### config.mk
export PLATFORM = sky130hd
export DESIGN_NAME = gac_pla_and_plane_pipe
export DESIGN_NICKNAME = d
export VERILOG_FILES = /design/src/rtl/gac_pla_pkg.sv /design/src/rtl/gac_and_group.sv /design/src/rtl/gac_pla_and_plane_pipe.sv
export SDC_FILE = /design/constraint.sdc
export NUM_CORES = 1
export LEC_CHECK = 0
export ABC_AREA = 0
export BUFFER_PORTS_ARGS = -buffer_cell sky130_fd_sc_hd__buf_2
export CORE_MARGIN = 2
export CORE_UTILIZATION = 33
export DETAILED_ROUTE_END_ITERATION = 6
export PLACE_DENSITY = 0.5
export SYNTH_ARGS = -nofsm -noshare
export SYNTH_HDL_FRONTEND = slang
export SYNTH_HIERARCHICAL = 1
export SYNTH_SLANG_ARGS = --single-unit
### constraint.sdc
create_clock -name clk -period 10.7 [get_ports clk]
set_input_delay 2.14 -clock clk [delete_from_list [all_inputs] [get_ports clk]]
set_output_delay 2.14 -clock clk [all_outputs]
set_load 0.01 [all_outputs]
### src/rtl/gac_pla_pkg.sv
// Shared constants, index-width helper and literal-mask type for the PLA AND plane.
// No logic, so there is no latency or backpressure behaviour.
// Optional OR-plane build switch consumed by the top: GAC_PLA_OR_PLANE_EN.
package gac_pla_pkg;

    localparam int N_IN_DEF    = 6;
    localparam int N_TERMS_DEF = 8;
    localparam int GROUP_DEF   = 2;
    localparam int N_OUT_DEF   = 4;

    // Index width for n entries, never narrower than one bit.
    function automatic int clog2_min1(input int n);
        int r;
        r = 0;
        for (int i = 0; i < 32; i++) begin
            if ((1 << r) < n) r++;
        end
        return (r < 1) ? 1 : r;
    endfunction

    // Per-input literal control; the per-term enable is stored alongside these.
    typedef struct packed {
        logic care;
        logic pol;
    } lit_mask_t;

endpackage

### src/rtl/gac_and_group.sv
// Masked AND over W bits: a bit with care=0 contributes 1.
// Purely combinational, no handshake.
module gac_and_group #(
    parameter int W = 2
) (
    input  logic [W-1:0] a,
    input  logic [W-1:0] care,
    output logic         y
);

    assign y = &(a | ~care);

endmodule

### src/rtl/gac_pla_and_plane_pipe.sv
// Programmable PLA AND plane, optional OR plane under GAC_PLA_OR_PLANE_EN.
// Latency 2 cycles accept-to-out_valid, one word per cycle throughput.
// Valid/ready: in_ready drops only when both stages are full and out_ready is low.
module gac_pla_and_plane_pipe
    import gac_pla_pkg::*;
#(
    parameter int N_IN    = N_IN_DEF,
    parameter int N_TERMS = N_TERMS_DEF,
    parameter int GROUP   = GROUP_DEF,
    parameter int N_OUT   = N_OUT_DEF
) (
    input  logic                               clk,
    input  logic                               rst,
    input  logic                               in_valid,
    output logic                               in_ready,
    input  logic [N_IN-1:0]                    in_data,
    output logic                               out_valid,
    input  logic                               out_ready,
    input  logic                               prog_we,
    input  logic [clog2_min1(N_TERMS)-1:0]     prog_term,
    input  logic [N_IN-1:0]                    prog_care,
    input  logic [N_IN-1:0]                    prog_pol,
    input  logic                               prog_en,
`ifdef GAC_PLA_OR_PLANE_EN
    input  logic                               prog_or_we,
    input  logic [clog2_min1(N_OUT)-1:0]       prog_or_idx,
    input  logic [N_TERMS-1:0]                 prog_or_mask,
    output logic [N_OUT-1:0]                   z_or,
`endif
    output logic [N_TERMS-1:0]                 terms
);

    localparam int N_GRP = (N_IN + GROUP - 1) / GROUP;
    localparam int NP    = N_GRP * GROUP;

    lit_mask_t          mask_q [N_TERMS][N_IN];
    logic [N_TERMS-1:0] en_q;

    logic               va_q;
    logic               vb_q;
    logic [N_GRP-1:0]   part_q [N_TERMS];
    logic [N_TERMS-1:0] terms_q;

    logic [N_GRP-1:0]   part_d [N_TERMS];
    logic [N_TERMS-1:0] term_and;

    logic adv_a;
    logic adv_b;
    logic accept;

    assign adv_b     = !vb_q | out_ready;
    assign adv_a     = va_q & adv_b;
    assign in_ready  = !va_q | adv_b;
    assign accept    = in_valid & in_ready;
    assign out_valid = vb_q;
    assign terms     = terms_q;

    for (genvar t = 0; t < N_TERMS; t++) begin : g_term
        logic [NP-1:0]    lit_v;
        logic [NP-1:0]    care_v;
        logic [N_GRP-1:0] grp_y;

        // Pad bits beyond N_IN are don't-care so the last group reduces cleanly.
        for (genvar i = 0; i < NP; i++) begin : g_bit
            if (i < N_IN) begin : g_real
                assign lit_v[i]  = in_data[i] ~^ mask_q[t][i].pol;
                assign care_v[i] = mask_q[t][i].care;
            end else begin : g_pad
                assign lit_v[i]  = 1'b1;
                assign care_v[i] = 1'b0;
            end
        end

        for (genvar g = 0; g < N_GRP; g++) begin : g_grp
            gac_and_group #(.W(GROUP)) u_grp (
                .a    (lit_v[g*GROUP +: GROUP]),
                .care (care_v[g*GROUP +: GROUP]),
                .y    (grp_y[g])
            );
        end

        assign part_d[t] = grp_y;

        gac_and_group #(.W(N_GRP)) u_red (
            .a    (part_q[t]),
            .care ({N_GRP{1'b1}}),
            .y    (term_and[t])
        );
    end

    always_ff @(posedge clk or posedge rst) begin
        if (rst) begin
            va_q    <= 1'b0;
            vb_q    <= 1'b0;
            terms_q <= '0;
            for (int t = 0; t < N_TERMS; t++) begin
                part_q[t] <= '0;
            end
        end else begin
            va_q <= accept | (va_q & !adv_b);
            vb_q <= adv_a | (vb_q & !out_ready);
            if (accept) begin
                for (int t = 0; t < N_TERMS; t++) begin
                    part_q[t] <= part_d[t];
                end
            end
            // Enable is sampled at the A->B move, so a late en write still applies.
            if (adv_a) begin
                terms_q <= en_q & term_and;
            end
        end
    end

    // Out-of-range term indices match no loop iteration and are dropped.
    always_ff @(posedge clk or posedge rst) begin
        if (rst) begin
            en_q <= '0;
            for (int t = 0; t < N_TERMS; t++) begin
                for (int i = 0; i < N_IN; i++) begin
                    mask_q[t][i] <= '0;
                end
            end
        end else if (prog_we) begin
            for (int t = 0; t < N_TERMS; t++) begin
                if (int'(prog_term) == t) begin
                    en_q[t] <= prog_en;
                    for (int i = 0; i < N_IN; i++) begin
                        mask_q[t][i].care <= prog_care[i];
                        mask_q[t][i].pol  <= prog_pol[i];
                    end
                end
            end
        end
    end

`ifdef GAC_PLA_OR_PLANE_EN
    logic [N_TERMS-1:0] ormask_q [N_OUT];

    always_ff @(posedge clk or posedge rst) begin
        if (rst) begin
            for (int k = 0; k < N_OUT; k++) begin
                ormask_q[k] <= '0;
            end
        end else if (prog_or_we) begin
            for (int k = 0; k < N_OUT; k++) begin
                if (int'(prog_or_idx) == k) begin
                    ormask_q[k] <= prog_or_mask;
                end
            end
        end
    end

    // Driven from the stage-B register so it lines up with out_valid.
    always_comb begin
        z_or = '0;
        for (int k = 0; k < N_OUT; k++) begin
            z_or[k] = |(terms_q & ormask_q[k]);
        end
    end
`endif

endmodule
## Word-level counts from Yosys, hierarchy flattened

Index checks and enable logic that the tools add are counted.

- Bitwise logic cells: 105
- Reductions and logical operators: 45
- Eq/ne operators: 7

Operators with widths:

| kind | number |
|---|---|
| AND reduction 2 bit | 32 |
| inverter 2 bit | 24 |
| OR 2 bit | 24 |
| bitwise XNOR 1 bit | 48 |
| AND reduction 3 bit | 8 |
| == test 3 bit (second input constant) | 4 |
| bitwise AND 8 bit | 1 |
| == test 3 x 2 -> 1 bit (second input constant) | 2 |
| bitwise AND 1 bit | 4 |
| logical NOT 1 bit | 4 |
| OR 1 bit | 4 |
| == test 3 x 1 -> 1 bit (second input constant) | 1 |
| logical NOT 3 bit | 1 |

- Output and inout port bits: 10
- Input bits: 27
- Register bits after elaboration: 138

## Longest topological paths before layout

- Depth in word-level cells: 5
- Mapped depth: 5
- Mapped depth without buffers: 4

## Hierarchy

Netlist, hierarchy kept.

Modules (own cells, without submodules):

| module | instances | area an instance (µm²) | cells an instance |
|---|---|---|---|
| gac_pla_and_plane_pipe | 1 | 5659.2 | 366 |
| gac_and_group at g_term[0].g_grp[0].u_grp ... | 24 | 20.0 | 3 |
| gac_and_group at g_term[0].u_red ... | 8 | 21.3 | 4 |

## Worst setup path before layout

No wires, ideal clock.

- Path type: input-to-output
- From: input port out_ready
- To: output port in_ready
- Slack: 6.206 ns
- Arrival time: 2.354 ns
- Cell stages on the path: 1
- Path buffers: 0
- Data required time: 8.560 ns
- Path through: nand3b_1

- Word-level cells in the longest chain between the ends: 2

RTL lines:

| item | RTL line | RTL |
|---|---|---|
| start, declared | gac_pla_and_plane_pipe.sv:18 | `input logic out_ready,` |
| OR 1 bit | gac_pla_and_plane_pipe.sv:51 | `assign adv_b = !vb_q \| out_ready;` |
| OR 1 bit | gac_pla_and_plane_pipe.sv:53 | `assign in_ready = !va_q \| adv_b;` |
| end, declared | gac_pla_and_plane_pipe.sv:15 | `output logic in_ready,` |

Every way passes these cells.

## Final worst setup path

Ends and elaborated chain as after synthesis.

==> run summary <==
=================================================================================
Final worst-path cycle share                                                44.2%
Aggregate negative setup slack                                               0 ns
Peak VDD IR                                                            0.000110 V
Vertical die dimension                                                     142 um
Max FO, Critical Path                                                           3
Power, Total                                                            0.00175 W
Slack of the worst reg-to-reg path                                        8.59 ns
Launch instance of the worst min-delay path                              terms[3]
Routed via count divided by cell count                                       4.65
Cells after Synth                                                             470
Endpoint kind of the worst setup timing path                           output pin
Diodes inserted                                                                 0
Pwr per Cell Area                                                      233 nW/um2
Setup Fix Bufs, Post-CTS                                                        0
Global-route wire length before repair                                   22000 um
Status                                                               finished clean
Global route total overflow                                                     0
Detailed placer's ending HPWL                                             9140 um
Fmax                                                                      211 MHz
Number of flip-flops and latches in the synthesized netlist                   138
Static leakage                                                            3.42 nW
Critical path startpoint category                                    primary input
Die ar.                                                                 20200 um2
Final-report setup violation count                                              0
DP Area                                                                  6830 um2
Most prevalent standard cell on the critical path                           buf_2
Cells along the critical path                                        buf_2 -> nand3b_1 -> buf_2
Unrepaired setup endpoints after global routing                                no
Power Internal                                                          0.00130 W
Latest clock arrival within the worst-skew pair                           0.42 ns
Hold buffer count at cts                                                        0
Library cell occupying the most area in the post-synthesis netlist        dfrtp_1
Worst hold margin                                                        0.485 ns
Total routed wirelength                                                  13500 um
Met1 Usage GRT                                                              19.3%
Part of the total power dissipated in the clock network                     38.0%
Dominant cells by area after synthesis                               dfrtp_1, mux2_2, xnor2_1
TritonCTS clock tree                                                        built
FF-to-FF path depth                                                             3
Cells resized by post-CTS repair                                                0
Avg Cell Area, Syn                                                       13.4 um2
Number of max-slew violations in the final report                               0
Post-layout min period                                                    4.73 ns
Standard cell with the maximum stage delay on the critical path          nand3b_1
Crit path required time                                                   8.56 ns
Area used by sequential logic in the layout                              3450 um2
Fraction of final layout cells with drive strength greater than 1           43.4%
Port Buf Inserts                                                               36
Most common cell after layout, fill and taps aside                        dfrtp_1
Clk pin slew, worst setup/hold paths                                      0.06 ns
Switching portion of total power                                            25.9%
Pin count of the biggest net entering global routing                           71
Worst r2r src                                                                va_q
Placeable core region                                                   18700 um2
Synth-to-Final Area Change                                                  19.0%
Residual antenna-violating net count after detailed routing                     0
Net switching power                                                    0.000454 W
Min-Delay Path Depth                                                            1
Routed wirelength normalized by instance count                            17.3 um
Ports                                                                          37
Final worst clock skew                                                 0.00561 ns
Count of synthesis-stage warnings from yosys                                    6
Detailed-route DRC error count                                                  0
Final Hold Viols                                                                0
CTS HTree Levels                                                                4
Worst path arrival time                                                   2.59 ns
Post-route standard cell area excluding fillers                          7510 um2
Worst relative slew slack                                                   28.1%
Commonest cells after routing, fill and taps aside                   dfrtp_1, mux2_2, inv_1
Via count                                                                    3639
Path class of the lowest-slack min-delay path                             reg2reg
Cell Count Post-Placement                                                     750
Worst Tran Pin Value                                                      1.08 ns
Post-synthesis instance area                                             6310 um2
Hold EP                                                                  terms[3]
Width of the die                                                           142 um
Count of unique library cells instantiated by Yosys                            19
Reg power frac                                                              42.3%
Filler-free cell count of the finished design                                 782
Antenna violations before repair                                                0
Number of nets in the final layout                                            562
Max Cap Viol                                                                    0
Global routing's busiest layer                                               met2
Grt met2 use                                                                23.7%
Number of clock sinks                                                         138
TritonCTS Buffers                                                              17
Share of the yosys chip area belonging to registers                         54.7%
Footprint of the multi-input gates                                       2580 um2
First-pass DRT Iterations                                                       4
Worst reg2reg endpoint                                                  part_q[2]
Crit Path Category                                                         in2out
Via count of the first global-routing pass                                   3940
1st-iter DRT viols                                                            117
Effective utilization at floorplan                                          33.7%
Clock root cell                                                         clkbuf_16
# fillers                                                                    1799
Core Rows                                                                      50
Portion of total power attributed to combinational logic                    19.8%
Met3 usage                                                                  3.26%
Share of Yosys cell area claimed by the top area cell type                  54.7%
Global-route usage over all layers                                          14.8%
Placer congestion estimate                                                  0.722
Clock buffer depth                                                              2
Delay of the slowest cell on the worst path                               0.18 ns
=================================================================================
-- synth_stat cells --
| cell type | number |
|---|---|
| a21bo_2 | 8 |
| clkbuf_1 | 8 |
| mux2_2 | 128 |
| a222oi_1 | 8 |
| nor3_2 | 1 |
| nor3_1 | 1 |
| nand4b_1 | 3 |
| xnor2_1 | 48 |
| a22oi_2 | 24 |
| nor3b_2 | 2 |
| inv_1 | 73 |
| dfrtp_1 | 138 |
| nand2b_1 | 4 |
| conb_1 | 1 |
| buf_2 | 6 |
| buf_4 | 4 |
| nand2_1 | 3 |
| nand4_1 | 9 |
| nand3b_1 | 1 |
-- worst max-delay path, delay by kind of cell --
family,cells,cell delay [ns]
simple gates,1,0.18
buf+inv,2,0.27
-- sequential cells by signal (all words and copies together) (netlist names) --
register       cells
g_term.care_v     48
mask_q            48
terms              8
va_q               1
out_valid          1
part_q            24
en_q               8
-- power by group through the flow --
stage               clock [W]  sequential (W)  combinational [W]
floorplan                   0        0.000733           0.000266
global placement            0        0.000745           0.000344
detailed placement          0        0.000752           0.000354
CTS                  0.000679        0.000742           0.000355
global route         0.000706        0.000761           0.000387
finish               0.000665        0.000741           0.000346
-- metrics by stage --
stage | util (%) | setup slack (ns)
after global placement | 36.5 | 5.97
after global routing | 40.1 | 5.93
after CTS | 40.1 | 5.96
after floorplan | - | 4.86
after detailed placement | 36.5 | 5.97
final | 40.1 | 5.97
-- worst max-delay path by stage --
stage	start	endpoint	slack [ns]	cells after the start
after floorplan	rst	en_q[0]	4.86	1
after global placement	out_ready	in_ready	5.97	3
after detailed placement	out_ready	in_ready	5.97	3
after CTS	out_ready	in_ready	5.96	3
after global routing	out_ready	in_ready	5.93	3
final	out_ready	in_ready	5.97	3
-- kinds of logic (layout without fill, tap and decap cells) --
logic type      Yosys count  after routing  share of synthesized area (%)
buf+inv                  91            146                           5.77
mux                     128            128                           22.8
other cells               1             24                         0.0594
simple gates             24             24                           2.64
compound gates           40             40                           7.30
xor+xnor                 48             48                           6.66
flops                   138            138                           54.7
-- metal layers --
layer	share of wire (%)	up-vias
met1	48	1876
met4	2.3	0
met5	0	-
met2	47	42
met3	2.5	19
li1	-	1702
-- area by class of cell --
cell class              instances  share of cell area (%)
inverters                      73                    3.72
multi-input cells             264                    34.4
clock buffers                  22                    6.58
flip-flops and latches        138                    46.0
clock inverters                10                    2.48
repair buffers                 41                    2.90
well taps                     234                    3.90
Power figures use the tool's default switching activity.
